## src/rtl/rc_pwm_capture.sv

```systemverilog
// RC/servo pulse-width capture: synchronizes and deglitches pwm_in, measures the high time,
// maps it to a 16-bit speed command and hands it to the motor PWM generator with a loss failsafe.
module rc_pwm_capture #(
    parameter int MIN_W       = 50000,
    parameter int SPAN_LOG2   = 16,
    parameter int CNT_W       = 18,
    parameter int FILT        = 4,
    parameter int TIMEOUT_CYC = 1500000
) (
    input  logic        clk,
    input  logic        rst_n,
    input  logic        pwm_in,
    input  logic        busy,
    output logic [15:0] speed_out,
    output logic        speed_oe,
    output logic        lost,
    output logic        pulse_err
);
    localparam int MAX_W  = MIN_W + (2 ** SPAN_LOG2);
    localparam int FCNT_W = $clog2(FILT + 1);
    localparam int TCNT_W = $clog2(TIMEOUT_CYC + 1);
    localparam logic [CNT_W-1:0]  HALF_W_C = CNT_W'(MIN_W / 2);
    localparam logic [CNT_W-1:0]  MIN_W_C  = CNT_W'(MIN_W);
    localparam logic [CNT_W-1:0]  MAX_W_C  = CNT_W'(MAX_W);
    localparam logic [CNT_W-1:0]  WSAT_C   = {CNT_W{1'b1}};
    localparam logic [FCNT_W-1:0] FILT_C   = FCNT_W'(FILT);
    localparam logic [TCNT_W-1:0] TMO_C    = TCNT_W'(TIMEOUT_CYC);
    localparam logic [TCNT_W-1:0] TMO_M1_C = TCNT_W'(TIMEOUT_CYC - 1);

    typedef enum logic [1:0] {ARM = 2'd0, IDLE = 2'd1, MEAS = 2'd2} state_t;

    logic              sync1_r, sync2_r, f_r;
    logic [FCNT_W-1:0] fcnt_r;
    state_t            state_r;
    logic [CNT_W-1:0]  wcnt_r;
    logic [TCNT_W-1:0] tcnt_r;
    logic              lost_r, pulse_err_r, pf_r, speed_oe_r;
    logic [15:0]       pv_r, speed_out_r;

    logic              rej_s, eval_s, accept_s, sat_s, fs_s, new_s, issue_s;
    logic [15:0]       res_s, new_val_s;
    logic [CNT_W-1:0]  diff_s;

    // Synchronizer and glitch filter; sync and f reset high so a pulse already in
    // progress at reset release is never measured.
    always_ff @(posedge clk or negedge rst_n) begin
        if (!rst_n) begin
            sync1_r <= 1'b1;
            sync2_r <= 1'b1;
            f_r     <= 1'b1;
            fcnt_r  <= '0;
        end else begin
            sync1_r <= pwm_in;
            sync2_r <= sync1_r;
            if (sync2_r != f_r) begin
                if (fcnt_r == FILT_C) begin
                    f_r    <= sync2_r;
                    fcnt_r <= '0;
                end else begin
                    fcnt_r <= fcnt_r + FCNT_W'(1);
                end
            end else begin
                fcnt_r <= '0;
            end
        end
    end

    // Width classification and speed mapping of the measured pulse.
    always_comb begin
        res_s  = 16'd0;
        rej_s  = 1'b0;
        diff_s = wcnt_r - MIN_W_C;
        if (wcnt_r < HALF_W_C) begin
            rej_s = 1'b1;
        end else if (wcnt_r <= MIN_W_C) begin
            res_s = 16'd0;
        end else if (wcnt_r < MAX_W_C) begin
            res_s = 16'(32'(diff_s) << (16 - SPAN_LOG2));
        end else begin
            res_s = 16'hFFFF;
        end
    end

    assign eval_s    = (state_r == MEAS) && !f_r;
    assign accept_s  = eval_s && !rej_s;
    assign sat_s     = (state_r == MEAS) && f_r && (wcnt_r == WSAT_C);
    assign fs_s      = (tcnt_r == TMO_M1_C) && !accept_s;
    assign new_s     = accept_s || fs_s;
    assign new_val_s = accept_s ? res_s : 16'd0;
    assign issue_s   = pf_r && !busy && !speed_oe_r;

    // Pulse measurement state machine with error strobe.
    always_ff @(posedge clk or negedge rst_n) begin
        if (!rst_n) begin
            state_r     <= ARM;
            wcnt_r      <= '0;
            pulse_err_r <= 1'b0;
        end else begin
            pulse_err_r <= (eval_s && rej_s) || sat_s;
            case (state_r)
                ARM: begin
                    if (!f_r) state_r <= IDLE;
                    else      state_r <= ARM;
                end
                IDLE: begin
                    if (f_r) begin
                        wcnt_r  <= CNT_W'(1);
                        state_r <= MEAS;
                    end else begin
                        state_r <= IDLE;
                    end
                end
                MEAS: begin
                    if (!f_r)                  state_r <= IDLE;
                    else if (wcnt_r == WSAT_C) state_r <= ARM;
                    else                       wcnt_r  <= wcnt_r + CNT_W'(1);
                end
                default: state_r <= ARM;
            endcase
        end
    end

    // Signal-loss timer; an accepted pulse on the saturating edge takes priority.
    always_ff @(posedge clk or negedge rst_n) begin
        if (!rst_n) begin
            tcnt_r <= '0;
            lost_r <= 1'b1;
        end else if (accept_s) begin
            tcnt_r <= '0;
            lost_r <= 1'b0;
        end else if (fs_s) begin
            tcnt_r <= TMO_C;
            lost_r <= 1'b1;
        end else if (tcnt_r != TMO_C) begin
            tcnt_r <= tcnt_r + TCNT_W'(1);
        end else begin
            tcnt_r <= tcnt_r;
        end
    end

    // Latest-wins pending slot and spaced-out issue strobe towards the generator.
    always_ff @(posedge clk or negedge rst_n) begin
        if (!rst_n) begin
            pf_r        <= 1'b0;
            pv_r        <= 16'd0;
            speed_oe_r  <= 1'b0;
            speed_out_r <= 16'd0;
        end else begin
            speed_oe_r <= issue_s;
            if (issue_s) speed_out_r <= pv_r;
            else         speed_out_r <= speed_out_r;
            if (new_s) begin
                pf_r <= 1'b1;
                pv_r <= new_val_s;
            end else if (issue_s) begin
                pf_r <= 1'b0;
            end else begin
                pf_r <= pf_r;
            end
        end
    end

    assign speed_out = speed_out_r;
    assign speed_oe  = speed_oe_r;
    assign lost      = lost_r;
    assign pulse_err = pulse_err_r;
endmodule

```

## config.mk

```make
export PLATFORM = sky130hd
export DESIGN_NAME = rc_pwm_capture
export DESIGN_NICKNAME = d
export VERILOG_FILES = /design/src/rtl/rc_pwm_capture.sv
export SDC_FILE = /design/constraint.sdc
export NUM_CORES = 1
export LEC_CHECK = 0
export CORE_AREA = 2 2 76 114
export DETAILED_ROUTE_END_ITERATION = 8
export DIE_AREA = 0 0 78 116
export PLACE_DENSITY = 0.74
export SYNTH_ARGS = -nofsm -noshare
export SYNTH_HDL_FRONTEND = slang
export SYNTH_SLANG_ARGS = --single-unit
```

## constraint.sdc

```tcl
create_clock -name clk -period 1.75 [get_ports clk]
set_input_delay 0.4375 -clock clk [delete_from_list [all_inputs] [get_ports clk]]
set_output_delay 0.4375 -clock clk [all_outputs]
set_load 0.01 [all_outputs]
```

==> metrics.sh <==
N_ANTENNA_CELL=0
PATH_MAX_FANOUT=7
CORE-AREA_UM2=8010
CTS-BUFFERS-INSERTED=9
FIN_WS_NS=-0.154
TIGHTESTPINTRANSITION_NS=0.384
MAX-CLOCK-PATH-BUFFERS=2
WIRE_LENGTH_REPORTED_BY_THE_DETAILED_ROUTER_UM=10600
YOSYS_MOST_USED_DFF='dfrtp_1'
SYNTH_ENABLE_FLOP_CELLS=0
ENDPOINT_KIND='register'
TRITONCTS_CLOCK_TREE='done'
POWER.CLOCK.FRACTION=0.435
FINAL-MAX-SLEW-VIOLATION-COUNT=0
COMMONEST_NON_FILL_NON_TAP_CELL_IN_THE_LAYOUT='dfrtp_1'
ROUTED_WIRE_LENGTH_PER_INSTANCE_UM=16.9
AREAGROWTHSYNTHTOFINISH_PCT=36.8
OUTCOME='finished, violations left'
CTS.HOLD.BUFFERS_ADDED=0
DETAIL_ROUTE.DRC_VIOLATIONS=0
GRT_MAX_DEGREE=29
GRT_USAGE=0.245
MULTIINPUTGATEAREA_UM2=2290
P_SW_FRAC=0.243
POST_SYNTH_INSTANCE_AREA_UM2=4260
FP.DIEAREA_UM2=9050
DIE-WIDTH_UM=78
TIMING_WORST_SETUP_PATH_TYPE='reg -> reg'
POSTSYNTHNETCOUNT=438
LEADING_CELL_TYPES_IN_THE_LAYOUT_FILL_AND_TAPS_EXCLUDED='75 x dfrtp_1, 66 x buf_4, 51 x nor2_1'
VIAS_IN_THE_FIRST_GLOBAL_ROUTE=3683
DRIVE_GT1_FRAC=0.333
ANTENNA_FOUND_INITIAL=0
FAILED_CHECKS='setup timing'
YOSYS.CELL_TYPES.COUNT=56
POWER_SWITCHING_mW=1.18
ROUTED.TOP_LAYER='met4'
CLOCK_PIN_SLEW_ON_THE_WORST_SETUP_AND_HOLD_PATHS_NS=0.06
SYNTH_SEQ_CELLS=83
TIMING.HOLD.WORST.CLASS='in -> async'
INITIAL_UTILIZATION=0.532
CP_DATA_ARRIVAL_TIME_NS=2.17
TIMING.FINAL.CRIT_PERIOD_NS=1.90
SYNTHESIS.YOSYS.WARNINGS=0
ROUTEDLENGTHMET1_UM=4220
FILLER_CELL_COUNT=521
SETUP-VIOLATIONS-FINAL=24
BUFFER_PORTS.INSERTED=22
AREA.SEQUENTIAL_UM2=2090
GRT.OVERFLOW.TOTAL=0
FLOORPLAN.DIE.HEIGHT_UM=116
ROUTE.MET3.WL_UM=431
POWER.DENSITY_nW_PER_UM2=837
PWR-SHARE-SEQ=0.426
MAX_FREQ_GHz=0.525
DR_TOTAL_VIAS=3619
FIRSTDRTPASSITERS=5
CTS-ROOT-BUF='clkbuf_16'
POWER.LEAKAGE_nW=2.57
IOPINCOUNT=23
COMBINATIONAL_SHARE_OF_POWER=0.138
CTS_MAX_LEVEL=3
DETAIL_ROUTE.VIAS_PER_CELL=5.77
YOSYSSEQAREASHARE=0.489
ANTENNA_LEFT=0
SYNTHESIS.INSTANCES=426
SYNTH_ASYNC_SR_FLOP_SHARE=1.00
CLOCK_SINK_COUNT=83
SETUP_REPAIR_AFTER_GLOBAL_ROUTING_MISSED_ITS_MARGIN='yes'
PLACEMENT.SETUP.WORST_SLACK_NS=-0.156
CRITPATHLAUNCHTYPE='register'
CLOCK_LATENCY_ON_THE_WORST_SKEW_PAIR_NS=0.34
INTERNAL_CELL_POWER_mW=3.69
PLACE.DETAILED.HPWL_UM=7110
MAX-CAP-VIOLATIONS=0
ROUTE.MET2.WL_UM=5620
FINCLKSKEW_NS=0.00774
GRT_PASS1_WL_UM=17400
TIMING_HOLD_VIOLATIONS_FINAL=0
MAX_SLEW_MARGIN=0.742
DRTITER0DRC=259
FIN_NETS=529
VDD_IR_DROP_MAX_V=0.000578
SYN_AVG_CELL_AREA_UM2=10.0
WORST_EP_REQUIRED_TIME_NS=2.02
FIN_TOTAL_PWR_mW=4.88
GP_CONGESTION=0.901
ROW_COUNT=40
TIMING.FINAL.CRIT_SHARE=1.09
## routing by layer
metal | track usage | up-vias
met5 | 0 | -
met2 | 0.428 | 105
li1 | - | 1688
met4 | 0.123 | 0
met1 | 0.290 | 1797
met3 | 0.0444 | 29
## metrics by stage
step                hold slack, ns  std cells  setup TNS [ns]  cell area (um^2)  utilization
detailed placement           0.349        603           -2.70              5130        0.641
global placement             0.347        603           -1.73              5130        0.641
floorplan                    0.142        426          -0.414              4290            -
finish                      0.0184        627           -1.21              5820        0.727
global route                0.0387        627           -5.61              5820        0.727
CTS                         0.0285        623          -0.819              5610        0.700
## state kept, by name, indices dropped and copies added (netlist names)
register / flops
fcnt_r: 3
pulse_err: 1
speed_oe: 1
pf_r: 1
speed_out: 16
sync1_r: 1
f_r: 1
sync2_r: 1
wcnt_r: 18
pv_r: 16
lost: 1
state_r: 2
tcnt_r: 21
## path summary, 6_finish.rpt
| check | startpoint | to | slack [ns] | cells past startpoint |
|---|---|---|---|---|
| setup / recovery | wcnt_r[5] | wcnt_r[8] | -0.15 | 5 |
| hold / removal | rst_n | tcnt_r[5] | 0.02 | 1 |
| setup reg to reg | wcnt_r[5] | wcnt_r[8] | -0.15 | 5 |
| hold reg to reg | sync1_r | sync2_r | 0.35 | 0 |
| max in group asynchronous | rst_n | pv_r[14] | 1.12 | 2 |
| min in group clk | sync1_r | sync2_r | 0.35 | 0 |
## cells in the mapped netlist, drive strengths merged (12+ instances only)
cell / number / area share
mux2: 17 / 0.045
xor2: 14 / 0.029
nor2: 55 / 0.048
nand4: 12 / 0.018
nand2: 25 / 0.022
buf: 16 / 0.021
inv: 15 / 0.013
dfrtp: 79 / 0.46
nor3: 14 / 0.019
xnor2: 21 / 0.043
nand3: 33 / 0.039
o31ai: 17 / 0.030
a21oi: 19 / 0.022
## worst max-delay path, cell delays in order (launching register included)
cell	delay (ns)
dfrtp_2	0.45
ha_4	0.16
nand4_1	0.24
or3_4	0.48
or3_4	0.34
a21oi_2	0.16
## power by group through the flow
| stage | Combinational, mW | Sequential [mW] | Clock, mW |
|---|---|---|---|
| after floorplan | 0.278 | 2.11 | 0 |
| after global placement | 0.559 | 2.11 | 0 |
| after detailed placement | 0.578 | 2.11 | 0 |
| after CTS | 0.598 | 2.08 | 2.15 |
| after global routing | 0.745 | 2.09 | 2.24 |
| final | 0.675 | 2.08 | 2.12 |
## cell type report
class	instances	share of cell area
repair buffers	101	0.158
multi-input cells	307	0.393
clock inverters	3	0.0118
inverters	15	0.00967
clock buffers	13	0.0464
well taps	105	0.0226
flip-flops and latches	83	0.358
## logic make-up after synthesis
family,Yosys count,share of synthesized area
buf+inv,36,0.0382
flops,83,0.489
xor+xnor,35,0.0720
mux,19,0.0496
simple gates,174,0.210
compound gates,71,0.118
fa+ha+maj,8,0.0235
## repair_timing
item / 4_1_cts / 5_1_grt
gates cloned: 1 / 0
endpoints found under the setup margin: 34 / 61
buffers inserted: 3 / 7
gates resized for setup: 24 / 41
pin swaps: 6 / 15
Note: power is estimated with default switching activity, not from simulation.
